[src/rtl/stream_pkg.sv]
// rtl/stream_pkg.sv - shared types and defaults for the stream demultiplexer
package stream_pkg;

    typedef enum logic [1:0] {
        EMPTY = 2'd0,
        FULL0 = 2'd1,
        FULL1 = 2'd2
    } demux_state_t;

    localparam int DATA_W_DEF = 4;
    localparam int CNT_W_DEF  = 8;

endpackage

[src/rtl/xfer_counter.sv]
// rtl/xfer_counter.sv - wrapping transfer counter with synchronous clear
module xfer_counter
    import stream_pkg::*;
#(
    parameter int CNT_W = CNT_W_DEF
) (
    input  logic             clk,
    input  logic             rst,
    input  logic             inc,
    input  logic             clr,
    output logic [CNT_W-1:0] cnt
);

    logic [CNT_W-1:0] r_cnt;

    // clear wins over a same-cycle increment
    always_ff @(posedge clk or posedge rst) begin
        if (rst) begin
            r_cnt <= '0;
        end else if (clr) begin
            r_cnt <= '0;
        end else if (inc) begin
            r_cnt <= r_cnt + CNT_W'(1);
        end
    end

    assign cnt = r_cnt;

endmodule

[src/rtl/stream_demux2.sv]
// rtl/stream_demux2.sv - 1:2 stream demux with one registered holding stage
// Optional per-port take counters: define STREAM_DEMUX2_CNT_EN.
module stream_demux2
    import stream_pkg::*;
#(
    parameter int DATA_W = DATA_W_DEF
`ifdef STREAM_DEMUX2_CNT_EN
    ,
    parameter int CNT_W  = CNT_W_DEF
`endif
) (
    input  logic              clk,
    input  logic              rst,
    input  logic [DATA_W-1:0] in_data,
    input  logic              in_sel,
    input  logic              in_valid,
    output logic              in_ready,
    output logic [DATA_W-1:0] out_data,
    output logic              out0_valid,
    input  logic              out0_ready,
    output logic              out1_valid,
    input  logic              out1_ready
`ifdef STREAM_DEMUX2_CNT_EN
    ,
    input  logic              cnt_clr,
    output logic [CNT_W-1:0]  cnt0,
    output logic [CNT_W-1:0]  cnt1
`endif
);

    demux_state_t      r_state;
    logic [DATA_W-1:0] r_data;
    logic              w_take0;
    logic              w_take1;
    logic              w_take;
    logic              w_acc;

    // ready on the port not addressed by the held word is ignored
    assign w_take0  = (r_state == FULL0) & out0_ready;
    assign w_take1  = (r_state == FULL1) & out1_ready;
    assign w_take   = w_take0 | w_take1;
    assign in_ready = (r_state == EMPTY) | w_take;
    assign w_acc    = in_valid & in_ready;

    always_ff @(posedge clk or posedge rst) begin
        if (rst) begin
            r_state <= EMPTY;
            r_data  <= '0;
        end else if (w_acc) begin
            r_state <= in_sel ? FULL1 : FULL0;
            r_data  <= in_data;
        end else if (w_take) begin
            r_state <= EMPTY;
        end
    end

    assign out_data   = r_data;
    assign out0_valid = (r_state == FULL0);
    assign out1_valid = (r_state == FULL1);

`ifdef STREAM_DEMUX2_CNT_EN
    xfer_counter #(.CNT_W(CNT_W)) u_cnt0 (
        .clk (clk),
        .rst (rst),
        .inc (w_take0),
        .clr (cnt_clr),
        .cnt (cnt0)
    );

    xfer_counter #(.CNT_W(CNT_W)) u_cnt1 (
        .clk (clk),
        .rst (rst),
        .inc (w_take1),
        .clr (cnt_clr),
        .cnt (cnt1)
    );
`endif

endmodule
[config.mk]
export PLATFORM = sky130hd
export DESIGN_NAME = stream_demux2
export DESIGN_NICKNAME = d
export VERILOG_FILES = /design/src/rtl/stream_pkg.sv /design/src/rtl/xfer_counter.sv /design/src/rtl/stream_demux2.sv
export SDC_FILE = /design/constraint.sdc
export NUM_CORES = 1
export LEC_CHECK = 0
export CORE_AREA = 3 3 40 42
export CTS_BUF_LIST = sky130_fd_sc_hd__clkbuf_8
export DETAILED_ROUTE_END_ITERATION = 10
export DIE_AREA = 0 0 43 45
export GPL_TIMING_DRIVEN = 0
export PLACE_DENSITY_LB_ADDON = 0.25
export SYNTH_ARGS = -nofsm -noshare
export SYNTH_HDL_FRONTEND = slang
export SYNTH_HIERARCHICAL = 1
export SYNTH_SLANG_ARGS = --single-unit
[constraint.sdc]
create_clock -name clk -period 1.1 [get_ports clk]
set_input_delay 0.275 -clock clk [delete_from_list [all_inputs] [get_ports clk]]
set_output_delay 0.275 -clock clk [all_outputs]
set_load 0.01 [all_outputs]
* After elaboration in Yosys (flattened, before gate mapping) *
Cells that the tools add are included.

word-level totals
  output and inout port bits = 7
  word-level logic and storage cells = 14
  input bits = 10
  register bits = 6

cells by class
  bitwise operators = 5
  reduce and logical (&&, ||, !) cells = 2
  equality and inequality tests = 2
  multiplexer cells = 3

operators with widths
  cell                                           number
  2-to-1 mux 2 bit                               3
  bitwise AND 1 bit                              3
  == test 2 x 1 -> 1 bit, second input constant  1
  == test 2 bit, second input constant           1
  zero test 2 bit                                1
  OR 1 bit                                       2
  nonzero test 2 bit                             1

* Depth between registers and ports, before layout *
Gate-level depths: netlist of run 1.

  depth in word-level cells = 6
  depth in mapped cells = 3
  mapped depth without buffers = 3

* Worst setup path after synthesis of run 1 *
Ideal clock, no wire load.

  path kind = flip-flop to flip-flop
  start = reg r_state[1]
  end = reg r_data[0] (netlist: out_data[0])
  cell stages (with the launch flop) = 4
  buffers on the path = 0
  setup time = 125 ps
  setup slack = -111 ps
  required time = 975 ps
  clock period less this slack = 1,211 ps
  arrival time = 1,086 ps
  cells stage by stage = dfrtp_1 > and2b_4 > o22ai_4 > mux2_4

on the way
  longest elaborated chain between the ends = 5
  elaborated cells between the ends (all ways) = 8
  those cells by class = eq/ne (2); bitwise (5); reduce/logical (1)

RTL lines
  what                                                     line                                      source
  start: declaration                                       stream_demux2.sv:31                       demux_state_t r_state;
  start signal: assignment                                 stream_demux2.sv:50                       r_state <= in_sel ? FULL1 : FULL0;
  == test 2 x 1 -> 1 bit or == test 2 bit (tied branches)  stream_demux2.sv:39, stream_demux2.sv:40
  bitwise AND 1 bit (on tied branches)                     stream_demux2.sv:39, stream_demux2.sv:40
  OR 1 bit                                                 stream_demux2.sv:41                       assign w_take = w_take0 | w_take1;
  OR 1 bit (*)                                             stream_demux2.sv:42                       assign in_ready = (r_state == EMPTY) | w_take;
  bitwise AND 1 bit (*)                                    stream_demux2.sv:43                       assign w_acc = in_valid & in_ready;
  end signal: assignment                                   stream_demux2.sv:51                       r_data <= in_data;
  end: declaration                                         stream_demux2.sv:32                       logic [DATA_W-1:0] r_data;

Mark *: on every way between the ends. The rest lies on a longest branch, timed or not.
A chain may end at the register's enable or synchronous reset.

* Worst setup path in the final report of run 1 *
  start = reg r_state[1]
  end = out in_ready

on the way
  longest elaborated chain between the ends = 4
  elaborated cells between the ends (all ways) = 7
  those cells by class = eq/ne (2); bitwise (4); reduce/logical (1)

RTL lines
  what                                                     line                                      source
  == test 2 x 1 -> 1 bit or == test 2 bit (tied branches)  stream_demux2.sv:39, stream_demux2.sv:40
  bitwise AND 1 bit (on tied branches)                     stream_demux2.sv:39, stream_demux2.sv:40
  OR 1 bit                                                 stream_demux2.sv:41
  OR 1 bit (*)                                             stream_demux2.sv:42
  end: declaration                                         stream_demux2.sv:17                       output logic in_ready,

Marks and branches as above.

==> results of run 1 <==
-- what timing repair did --
item / 4_1_cts / 5_1_grt
gates resized for setup: 28 / 3
pin swaps: 2 / 1
setup buffers: 2 / 0
cloned: 0 / 0
setup endpoints to repair: 12 / 11
-- state kept, by name (all words and copies together) (netlist names) --
register,cells
out_data,4
r_state,2
-- worst paths after layout --
| path | depth (start not counted) | slack [ps] | startpoint | endpoint |
|---|---|---|---|---|
| worst min register to register | 1 | 500 | out_data[1]$_DFFE_PP0P_ | out_data[1]$_DFFE_PP0P_ |
| worst max register to register | 3 | -190 | r_state[0]$_DFFE_PP0P_ | out_data[2]$_DFFE_PP0P_ |
| worst max-delay path | 3 | -220 | r_state[1]$_DFFE_PP0P_ | in_ready |
| min in group clk | 1 | 500 | out_data[1]$_DFFE_PP0P_ | out_data[1]$_DFFE_PP0P_ |
| worst min-delay path | 2 | 280 | rst | out_data[3]$_DFFE_PP0P_ |
| max in group asynchronous | 2 | 610 | rst | r_state[0]$_DFFE_PP0P_ |
-- layout by cell type (no fill, tap or decap), drive strengths merged, types with 2 or more instances in the layout --
cell type      instances
dlygate4sd2            3
clkdlybuf4s50          6
buf                    7
mux2                   4
nand2b                 3
dfrtp                  6
clkbuf                 5
and2b                  2
inv                    2
-- metal layers --
layer	track usage [%]	up-vias
met5	0	-
met4	7.23	0
met3	3.98	0
met2	15.0	12
met1	10.9	119
li1	-	120
-- layout make-up --
| cell class | instances | area [um^2] | area share, % |
|---|---|---|---|
| multi-input cells | 15 | 166 | 31.9 |
| repair buffers | 18 | 136 | 26.1 |
| well taps | 15 | 18.8 | 3.60 |
| clock buffers | 3 | 41.3 | 7.91 |
| inverters | 2 | 7.51 | 1.44 |
| flip-flops and latches | 6 | 151 | 29.0 |
-- metrics by stage --
| step | instance area [um^2] | hold slack (ps) |
|---|---|---|
| finish | 522 | 285 |
| global route | 522 | 304 |
| CTS | 538 | 293 |
| detailed placement | 499 | 497 |
| global placement | 499 | 492 |
| floorplan | 320 | 66.0 |
-- cell families after synthesis --
logic type,Yosys count
AO/OA/AOI/OAI,4
buffers and inverters,2
flip-flops,6
multiplexers,4
AND/OR/NAND/NOR,7
-- power groups by stage --
| stage | clock [mW] | combinational, mW | sequential, mW |
|---|---|---|---|
| finish | 0.323 | 0.647 | 0.419 |
| CTS | 0.334 | 0.690 | 0.421 |
| global placement | 0 | 0.712 | 0.409 |
| global route | 0.346 | 0.711 | 0.445 |
| floorplan | 0 | 0.361 | 0.438 |
| detailed placement | 0 | 0.716 | 0.420 |
==> tab_implementation.tex, run 1 <==
\begin{tabular}{lr}
\hline
Metric & Value \\
\hline
\multicolumn{2}{l}{\textbf{Pwr}} \\
\quad Maximum vdd drop & 0.787 mV \\
\quad Internal portion of total power & 966 uW \\
\quad Leakage component of the power & 0.255 nW \\
\quad Power density cells & 2660 nW/um\^{}2 \\
\quad Post-layout power & 1.39 mW \\
\quad Share of power burned in the clock network & 23.2\% \\
\quad Gate power share & 46.6\% \\
\quad Switching power summed over all nets & 423 uW \\
\quad Proportion of total power due to net switching & 30.5\% \\
\quad Reg power frac & 30.2\% \\
\multicolumn{2}{l}{\textbf{Routing}} \\
\quad Number of search-and-repair iterations in the first detailed-routing pass & 2 \\
\quad DRC violations left & 0 \\
\quad Highest Signal Layer & met3 \\
\quad DRT Wirelength & 716 um \\
\quad Met1 Routed Length & 277 um \\
\quad Metal3 WL & 59 um \\
\quad Initial drt markers & 4 \\
\quad Routed vias/inst & 4.25 \\
\quad Total length of routed met2 wires & 379 um \\
\quad DR WL/cell & 12.1 um \\
\quad Number of nets with antenna violations after detailed routing & 0 \\
\quad Vias after detailed routing & 251 \\
\multicolumn{2}{l}{\textbf{Yosys}} \\
\quad Number of unique standard cell types used by synthesis & 13 \\
\quad Post-Syn Area per Cell & 13.6 um\^{}2 \\
\quad Adder-cell share of the synthesized area & 0\% \\
\quad Part of the Yosys area used for sequential elements & 48.0\% \\
\quad Area share of xor/xnor cells in the synthesized design & 0\% \\
\quad Proportion of synthesized area in mux cells & 19.2\% \\
\quad Leading cell type by number of instances after synthesis & sky130\_fd\_sc\_hd\_\_dfrtp\_1 \\
\quad Count of flip-flops with a built-in enable after synthesis & 0 \\
\quad Gate count of the mapped netlist & 23 \\
\quad Synth area leaders & sky130\_fd\_sc\_hd\_\_dfrtp\_1, sky130\_fd\_sc\_hd\_\_mux2\_4, sky130\_fd\_sc\_hd\_\_o22ai\_4 \\
\quad Synthesized Nets & 33 \\
\quad Count of yosys warnings during synthesis & 6 \\
\quad Post-synthesis sequential element count & 6 \\
\quad Syn Std Cell Area & 313 um\^{}2 \\
\quad Area fraction in compound gates after synthesis & 13.2\% \\
\quad Ys flop type & sky130\_fd\_sc\_hd\_\_dfrtp\_1 \\
\quad Top-area cell type share of the netlist area & 48.0\% \\
\quad Simple-gate portion of the synthesized area & 17.2\% \\
\quad Largest area contributor in the synthesized netlist & sky130\_fd\_sc\_hd\_\_dfrtp\_1 \\
\quad Combinational family with the most area after synthesis & multiplexers \\
\quad Most frequent cells after synthesis & sky130\_fd\_sc\_hd\_\_dfrtp\_1, sky130\_fd\_sc\_hd\_\_mux2\_4, sky130\_fd\_sc\_hd\_\_inv\_1, sky130\_fd\_sc\_hd\_\_nand2b\_1 \\
\quad Asr flop ratio synth & 100\% \\
\multicolumn{2}{l}{\textbf{Clocking}} \\
\quad H-tree lvl count & 1 \\
\quad Cell at the root of the clock tree & sky130\_fd\_sc\_hd\_\_clkbuf\_8 \\
\quad Clock Path Buffers & 2 \\
\quad Latest clock arrival within the worst-skew pair & 220 ps \\
\quad CTS tree & done \\
\quad Number of CTS-inserted buffers & 3 \\
\quad Clock sink count & 6 \\
\quad CTS Hold Buffers Added & 0 \\
\quad Clock transition at the registers of the reported paths & 40 ps \\
\multicolumn{2}{l}{\textbf{STA}} \\
\quad Setup repair after global routing missed its margin & yes \\
\quad Max Transition Viols Final & 0 \\
\quad Final setup margin & -220 ps \\
\quad Tmin final & 1320 ps \\
\quad Final cycle utilization of the critical path & 120\% \\
\quad Highest attainable clock frequency & 758 MHz \\
\quad Setup TNS Final & -1270 ps \\
\quad Relative max-transition margin & 81.1\% \\
\quad Clock skew after layout & 1.38 ps \\
\quad Setup-failing EPs final & 7 \\
\quad Final hold vios & 0 \\
\quad Worst-margin pin slew & 283 ps \\
\multicolumn{2}{l}{\textbf{Worst setup path}} \\
\quad Top fanout value on the critical path & 4 \\
\quad Type of destination of the critical path & primary output \\
\quad Crit path max-delay cell type & sky130\_fd\_sc\_hd\_\_dfrtp\_1 \\
\quad Nature of the critical path startpoint & register \\
\quad Kind of cell adding the most delay to the critical path & flip-flops \\
\quad Worst stage delay on the critical path & 400 ps \\
\quad Required time at the endpoint of the critical path & 820 ps \\
\quad Start-to-end type of the worst setup path & register to primary output \\
\quad Worst-path cell chain & and2b\_4 > a21oi\_2 > buf\_2 \\
\quad Critical path arrival & 1040 ps \\
\quad Worst path buffer plus inverter count & 1 \\
\multicolumn{2}{l}{\textbf{Global routing}} \\
\quad GRT Total Usage & 9.75\% \\
\quad Global route total overflow & 0 \\
\quad Global-route wire length before repair & 1.32 mm \\
\quad Via count of the first global-routing pass & 314 \\
\quad Maximum number of pins on one net before global-route repair & 7 \\
\quad Number of antenna violations at the first check in global routing & 0 \\
\multicolumn{2}{l}{\textbf{Floorplanning}} \\
\quad Initial core utilization & 24.3\% \\
\quad Area of the die & 1940 um\^{}2 \\
\quad Std-Cell Core Area & 1280 um\^{}2 \\
\quad Width of the die & 43 um \\
\quad Number of placement rows & 13 \\
\quad Top Ports & 17 \\
\quad Vertical die dimension & 45 um \\
\multicolumn{2}{l}{\textbf{Run status}} \\
\quad Failing checks & negative setup slack \\
\quad Outcome & finished with violations \\
\multicolumn{2}{l}{\textbf{Place}} \\
\quad Cell count after placement & 54 \\
\quad Placer's final routability congestion estimate & 0.708 \\
\quad IO buf count & 16 \\
\quad Post-placement worst setup slack & -799 ps \\
\multicolumn{2}{l}{\textbf{Layout}} \\
\quad N\_diodes & 0 \\
\quad Proportion of layout cells with a drive suffix above 1 & 50.0\% \\
\quad Area added between synthesis and finish & 66.8\% \\
\quad Number of filler cells placed in the layout & 132 \\
\quad Final core utilization & 40.6\% \\
\quad Number of nets in the final layout & 56 \\
\quad Fin cells & 59 \\
\multicolumn{2}{l}{\textbf{Worst hold path}} \\
\quad Worst min path class & primary input to async pin \\
\multicolumn{2}{l}{\textbf{Run}} \\
\quad Number of violations of the max-capacitance limit & 0 \\
\hline
\end{tabular}
(Power assumes the default switching activity.)
==> run 2, diff against run 1 <==
- CORE_AREA: 3 3 40 42 -> 2 2 39 41
- DIE_AREA: 0 0 43 45 -> 0 0 41 43
- HOLD_SLACK_MARGIN: unset -> 0.06
==> run 2 against run 1 <==
  * The flow still finishes with violations (negative setup slack)
  * Critical path depth unchanged
  * Fmax down 0.79%
  * Cell count is 1.7% higher
  * Clock power fell by 2%
  * Critical path type unchanged
  * Critical endpoint unchanged
==> tab_implementation.tex, run 2 (synthesized netlist as in run 1, its figures left out) <==
\begin{tabular}{lr}
\hline
Metric & Value \\
\hline
\multicolumn{2}{l}{\textbf{Layout}} \\
\quad Footprint of the multi-input gates & 166 um\^{}2 \\
\quad Number of filler cells placed in the layout & 144 \\
\quad N\_diodes & 0 \\
\quad Register area & 150 um\^{}2 \\
\quad Final non-filler cell area & 526 um\^{}2 \\
\quad Flip-flop count of the largest register after layout & 4 \\
\quad Area added between synthesis and finish & 68.0\% \\
\quad Proportion of layout cells with a drive suffix above 1 & 47.7\% \\
\quad Number of nets in the final layout & 56 \\
\quad Most frequent cells in the layout & sky130\_fd\_sc\_hd\_\_clkdlybuf4s50\_1, sky130\_fd\_sc\_hd\_\_dfrtp\_1, sky130\_fd\_sc\_hd\_\_buf\_2 \\
\multicolumn{2}{l}{\textbf{STA}} \\
\quad Setup TNS Final & -1340 ps \\
\quad Tmin final & 1330 ps \\
\quad Setup-failing EPs final & 8 \\
\quad Setup repair after global routing missed its margin & yes \\
\quad Worst-margin pin slew & 293 ps \\
\quad Final cycle utilization of the critical path & 121\% \\
\quad Relative max-transition margin & 80.5\% \\
\quad Final setup margin & -230 ps \\
\quad Max Transition Viols Final & 0 \\
\quad Final hold vios & 0 \\
\quad Highest attainable clock frequency & 752 MHz \\
\quad Clock skew after layout & 1.47 ps \\
\multicolumn{2}{l}{\textbf{Worst setup path}} \\
\quad Type of destination of the critical path & primary output \\
\quad Stages on worst setup path & 3 \\
\quad Top fanout value on the critical path & 5 \\
\quad Kind of cell adding the most delay to the critical path & flip-flops \\
\quad Depth of the most critical reg-to-reg path & 3 \\
\quad Crit path max-delay cell type & sky130\_fd\_sc\_hd\_\_dfrtp\_1 \\
\quad Critical path arrival & 1060 ps \\
\quad Worst-path cell chain & and2b\_4 > a21oi\_2 > buf\_2 \\
\quad Start-to-end type of the worst setup path & register to primary output \\
\quad Nature of the critical path startpoint & register \\
\quad Worst stage delay on the critical path & 410 ps \\
\quad Required time at the endpoint of the critical path & 820 ps \\
\quad Worst path buffer plus inverter count & 1 \\
\multicolumn{2}{l}{\textbf{Global routing}} \\
\quad GRT Total Usage & 10.1\% \\
\quad Via count of the first global-routing pass & 286 \\
\quad Maximum number of pins on one net before global-route repair & 7 \\
\quad Global route total overflow & 0 \\
\quad Number of antenna violations at the first check in global routing & 0 \\
\quad Global-route wire length before repair & 1.17 mm \\
\multicolumn{2}{l}{\textbf{Pwr}} \\
\quad Share of power burned in the clock network & 23.1\% \\
\quad Gate power share & 47.2\% \\
\quad Internal portion of total power & 959 uW \\
\quad Switching power summed over all nets & 419 uW \\
\quad Maximum vdd drop & 0.932 mV \\
\quad Proportion of total power due to net switching & 30.4\% \\
\quad Leakage component of the power & 0.257 nW \\
\quad Reg power frac & 29.7\% \\
\quad Power density cells & 2620 nW/um\^{}2 \\
\quad Post-layout power & 1.38 mW \\
\multicolumn{2}{l}{\textbf{Run status}} \\
\quad Outcome & finished with violations \\
\quad Failing checks & negative setup slack \\
\multicolumn{2}{l}{\textbf{Routing}} \\
\quad Vias after detailed routing & 258 \\
\quad Initial drt markers & 0 \\
\quad Routed vias/inst & 4.30 \\
\quad Number of search-and-repair iterations in the first detailed-routing pass & 1 \\
\quad DRT Wirelength & 716 um \\
\quad Number of nets with antenna violations after detailed routing & 0 \\
\quad DR WL/cell & 11.9 um \\
\quad DRC violations left & 0 \\
\multicolumn{2}{l}{\textbf{Floorplanning}} \\
\quad Width of the die & 41 um \\
\quad Vertical die dimension & 43 um \\
\quad Std-Cell Core Area & 1380 um\^{}2 \\
\quad Initial core utilization & 22.6\% \\
\quad Top Ports & 17 \\
\quad Area of the die & 1760 um\^{}2 \\
\quad Number of placement rows & 14 \\
\multicolumn{2}{l}{\textbf{Clocking}} \\
\quad Latest clock arrival within the worst-skew pair & 220 ps \\
\quad Clock transition at the registers of the reported paths & 40 ps \\
\quad CTS Hold Buffers Added & 0 \\
\quad H-tree lvl count & 1 \\
\quad Number of CTS-inserted buffers & 3 \\
\quad Cell at the root of the clock tree & sky130\_fd\_sc\_hd\_\_clkbuf\_8 \\
\quad CTS tree & done \\
\quad Clock sink count & 6 \\
\quad Clock Path Buffers & 2 \\
\multicolumn{2}{l}{\textbf{Run}} \\
\quad Number of violations of the max-capacitance limit & 0 \\
\multicolumn{2}{l}{\textbf{Place}} \\
\quad Post-detail-place hpwl & 543 um \\
\quad Placer's final routability congestion estimate & 0.679 \\
\quad Placed Area & 500 um\^{}2 \\
\quad Post-placement worst setup slack & -780 ps \\
\quad IO buf count & 16 \\
\multicolumn{2}{l}{\textbf{Worst hold path}} \\
\quad Worst min path class & primary input to async pin \\
\hline
\end{tabular}
run 2: cell types whose count changed in the layout (fill, tap and decap cells not counted):
| cell | change |
|---|---|
| sky130_fd_sc_hd__dfrtp_2 | -1 |
| sky130_fd_sc_hd__buf_4 | -1 |
| sky130_fd_sc_hd__dfrtp_1 | +1 |
| sky130_fd_sc_hd__buf_6 | +1 |
run 2: per-stage QoR:
stage,util [%],hold slack [ps],std cells
after CTS,39.6,279,60
after floorplan,-,66.0,23
after detailed placement,36.2,493,55
after global routing,38.0,304,60
final,38.0,280,60
after global placement,36.2,493,55
run 2: what timing repair did:
item / 4_1_cts / 5_1_grt
pin swaps: 3 / 1
buffers inserted: 2 / 0
resized for setup: 27 / 4
setup endpoints to repair: 12 / 12
run 2: layout make-up:
class	instances	share of cell area, %
Clock buffer	3	7.86
Multi-Input combinational cell	15	31.7
Inverter	2	1.43
Tap cell	16	3.81
Timing Repair Buffer	18	26.7
Sequential cell	6	28.6
run 2: worst reg2reg max path, cell delays in order, from the launching register on:
cell and delay [ps]:
sky130_fd_sc_hd__dfrtp_1 410, sky130_fd_sc_hd__nand2b_4 180, sky130_fd_sc_hd__o22ai_4 260, sky130_fd_sc_hd__mux2_4 330
run 2: path summary, 6_finish.rpt:
kind / slack (ps) / from / endpoint
max: -230 / r_state[1]$_DFFE_PP0P_ / in_ready
min: 280 / rst / out_data[0]$_DFFE_PP0P_
max reg2reg: -210 / r_state[1]$_DFFE_PP0P_ / out_data[1]$_DFFE_PP0P_
min reg2reg: 510 / out_data[3]$_DFFE_PP0P_ / out_data[3]$_DFFE_PP0P_
max in group asynchronous: 630 / rst / out_data[1]$_DFFE_PP0P_
min in group clk: 510 / out_data[3]$_DFFE_PP0P_ / out_data[3]$_DFFE_PP0P_
run 2: layer usage:
layer | GRT usage (%) | part of all wire (%) | up-vias
met5 | 0 | 0 | -
met4 | 6.00 | 0 | 0
met3 | 3.66 | 11 | 0
met2 | 16.6 | 52 | 11
met1 | 10.2 | 37 | 124
li1 | - | - | 123
run 2: power by group through the flow:
stage	clock [mW]	combinational [mW]	sequential (mW)
2_1_floorplan	0	0.361	0.438
3_3_place_gp	0	0.709	0.408
3_5_place_dp	0	0.714	0.418
4_1_cts	0.334	0.701	0.414
5_1_grt	0.346	0.701	0.429
6_report	0.318	0.650	0.410
==> run 3, diff against run 2 <==
- clock period: 1.1 -> 1.7 ns (I/O delays scaled with it)
==> run 3 against run 2 <==
  * The flow now finishes without violations
  * Register-to-register slack better by 590 ps
  * Utilization increased by 0.45 points
  * Sequential power decreased by 34%
  * Clock-buffer cell count did not move
  * Critical endpoint is now out_data[3]$_DFFE_PP0P_
  * Largest cell class unchanged
  * Highest routed layer unchanged
==> tab_implementation.tex, run 3 (synthesized netlist as in run 1, its figures left out) <==
\begin{tabular}{lr}
\hline
Metric & Value \\
\hline
\multicolumn{2}{l}{\textbf{Place}} \\
\quad IO buf count & 16 \\
\quad Placer's final routability congestion estimate & 0.627 \\
\quad Cell count after placement & 55 \\
\quad Post-detail-place hpwl & 530 um \\
\multicolumn{2}{l}{\textbf{Run status}} \\
\quad Outcome & completed \\
\multicolumn{2}{l}{\textbf{Global routing}} \\
\quad GRT Total Usage & 9.09\% \\
\quad Via count of the first global-routing pass & 247 \\
\quad Global route total overflow & 0 \\
\quad Global-route wire length before repair & 1.01 mm \\
\quad Maximum number of pins on one net before global-route repair & 7 \\
\quad Number of antenna violations at the first check in global routing & 0 \\
\multicolumn{2}{l}{\textbf{Pwr}} \\
\quad Proportion of total power due to net switching & 28.8\% \\
\quad Leakage component of the power & 0.251 nW \\
\quad Power density cells & 1690 nW/um\^{}2 \\
\quad Switching power summed over all nets & 260 uW \\
\quad Internal portion of total power & 640 uW \\
\quad Reg power frac & 30.0\% \\
\quad Share of power burned in the clock network & 22.6\% \\
\quad Maximum vdd drop & 0.565 mV \\
\quad Gate power share & 47.4\% \\
\multicolumn{2}{l}{\textbf{STA}} \\
\quad Setup TNS Final & 0 ps \\
\quad Tmin final & 1540 ps \\
\quad Final cycle utilization of the critical path & 90.3\% \\
\quad Setup repair after global routing missed its margin & no \\
\quad Final hold vios & 0 \\
\quad Relative max-transition margin & 80.3\% \\
\quad Worst-margin pin slew & 296 ps \\
\quad Max Transition Viols Final & 0 \\
\quad Setup-failing EPs final & 0 \\
\quad Clock skew after layout & 0.452 ps \\
\quad Highest attainable clock frequency & 651 MHz \\
\multicolumn{2}{l}{\textbf{Worst setup path}} \\
\quad Capture point of the worst reg-to-reg path & out\_data[3]\$\_DFFE\_PP0P\_ \\
\quad Start-to-end type of the worst setup path & primary input to register \\
\quad Critical path arrival & 1630 ps \\
\quad Required time at the endpoint of the critical path & 1800 ps \\
\quad Depth of the most critical reg-to-reg path & 3 \\
\quad Type of destination of the critical path & register \\
\quad Nature of the critical path startpoint & primary input \\
\quad Register-to-register setup slack & 380 ps \\
\quad Startpoint of the most critical register-to-register path & r\_state[1]\$\_DFFE\_PP0P\_ \\
\quad Top fanout value on the critical path & 5 \\
\quad Worst-path cell chain & clkdlybuf4s50\_1 > inv\_1 > o22ai\_4 > mux2\_4 \\
\quad Crit path max-delay cell type & sky130\_fd\_sc\_hd\_\_clkdlybuf4s50\_1 \\
\quad Worst stage delay on the critical path & 490 ps \\
\multicolumn{2}{l}{\textbf{Routing}} \\
\quad DRT Wirelength & 644 um \\
\quad Routed vias/inst & 4.14 \\
\quad Vias after detailed routing & 240 \\
\quad Number of search-and-repair iterations in the first detailed-routing pass & 3 \\
\quad Initial drt markers & 2 \\
\quad DRC violations left & 0 \\
\quad DR WL/cell & 11.1 um \\
\quad Number of nets with antenna violations after detailed routing & 0 \\
\multicolumn{2}{l}{\textbf{Floorplanning}} \\
\quad Std-Cell Core Area & 1380 um\^{}2 \\
\quad Vertical die dimension & 43 um \\
\quad Area of the die & 1760 um\^{}2 \\
\quad Initial core utilization & 22.6\% \\
\quad Number of placement rows & 14 \\
\quad Top Ports & 17 \\
\quad Width of the die & 41 um \\
\multicolumn{2}{l}{\textbf{Clocking}} \\
\quad Latest clock arrival within the worst-skew pair & 220 ps \\
\quad Clock sink count & 6 \\
\quad \# Post-CTS Setup Buffers & 0 \\
\quad CTS Hold Buffers Added & 0 \\
\quad CTS tree & done \\
\quad H-tree lvl count & 1 \\
\quad Cell at the root of the clock tree & sky130\_fd\_sc\_hd\_\_clkbuf\_8 \\
\quad Number of CTS-inserted buffers & 3 \\
\quad Clock transition at the registers of the reported paths & 30 ps \\
\quad Clock Path Buffers & 2 \\
\multicolumn{2}{l}{\textbf{Run}} \\
\quad Number of violations of the max-capacitance limit & 0 \\
\multicolumn{2}{l}{\textbf{Layout}} \\
\quad Most frequent cells in the layout & sky130\_fd\_sc\_hd\_\_clkdlybuf4s50\_1, sky130\_fd\_sc\_hd\_\_dfrtp\_1, sky130\_fd\_sc\_hd\_\_mux2\_4 \\
\quad N\_diodes & 0 \\
\quad Number of filler cells placed in the layout & 136 \\
\quad Number of nets in the final layout & 54 \\
\quad Flip-flop count of the largest register after layout & 4 \\
\quad Register area & 150 um\^{}2 \\
\quad Footprint of the multi-input gates & 159 um\^{}2 \\
\quad Fin cells & 58 \\
\quad Area added between synthesis and finish & 70.0\% \\
\quad Most common library cell in the layout ignoring fill and taps & sky130\_fd\_sc\_hd\_\_clkdlybuf4s50\_1 \\
\quad Final core utilization & 38.4\% \\
\quad Proportion of layout cells with a drive suffix above 1 & 28.6\% \\
\multicolumn{2}{l}{\textbf{Worst hold path}} \\
\quad Worst min path class & primary input to async pin \\
\hline
\end{tabular}
[run 3: routing by layer]
layer	part of all wire, %	GRT usage [%]
met5	0	0
met4	0	8.00
met3	11	4.71
met2	44	12.5
met1	45	9.51
[run 3: through the flow]
step | area, um^2 | hold WS (ps) | setup slack (ps) | total power, mW
4_1_cts | 529 | 432 | -6.67 | 0.914
3_5_place_dp | 493 | 493 | -484 | 0.724
6_report | 532 | 424 | 165 | 0.900
2_1_floorplan | 313 | 216 | 449 | 0.508
3_3_place_gp | 493 | 492 | -485 | 0.715
5_1_grt | 532 | 463 | 127 | 0.961
[run 3: repair_timing]
item	4_1_cts	5_1_grt
gates resized for setup	8	1
pin swaps	0	0
endpoints found under the setup margin	3	1
[run 3: final cells by class]
type / instances / share of cell area [%]
well taps: 16 / 3.76
repair buffers: 16 / 28.9
inverters: 2 / 1.41
clock buffers: 3 / 7.76
multi-input cells: 15 / 29.9
flip-flops and latches: 6 / 28.2
[run 3: worst max-delay path by stage]
stage,slack [ps],to,depth (start not counted),from
6_report,160,out_data[3]$_DFFE_PP0P_,4,in_valid
5_1_grt,130,out_data[2]$_DFFE_PP0P_,4,in_valid
4_1_cts,-7,in_ready,4,out0_ready
3_5_place_dp,-480,in_ready,4,out1_ready
3_3_place_gp,-490,in_ready,4,out1_ready
2_1_floorplan,450,out_data[0]$_DFFE_PP0P_,3,out1_ready
[run 3: power groups by stage]
stage | combinational, mW | sequential [mW] | clock, mW
after floorplan | 0.225 | 0.283 | 0
after global placement | 0.451 | 0.265 | 0
after detailed placement | 0.455 | 0.269 | 0
after CTS | 0.434 | 0.270 | 0.210
after global routing | 0.459 | 0.282 | 0.220
final | 0.426 | 0.270 | 0.203
[run 3: worst max-delay path: cells and delay by family]
family	cells	cell delay (ps)
buffers and inverters	2	580
muxes	1	330
AOI/OAI and AO/OA	1	290
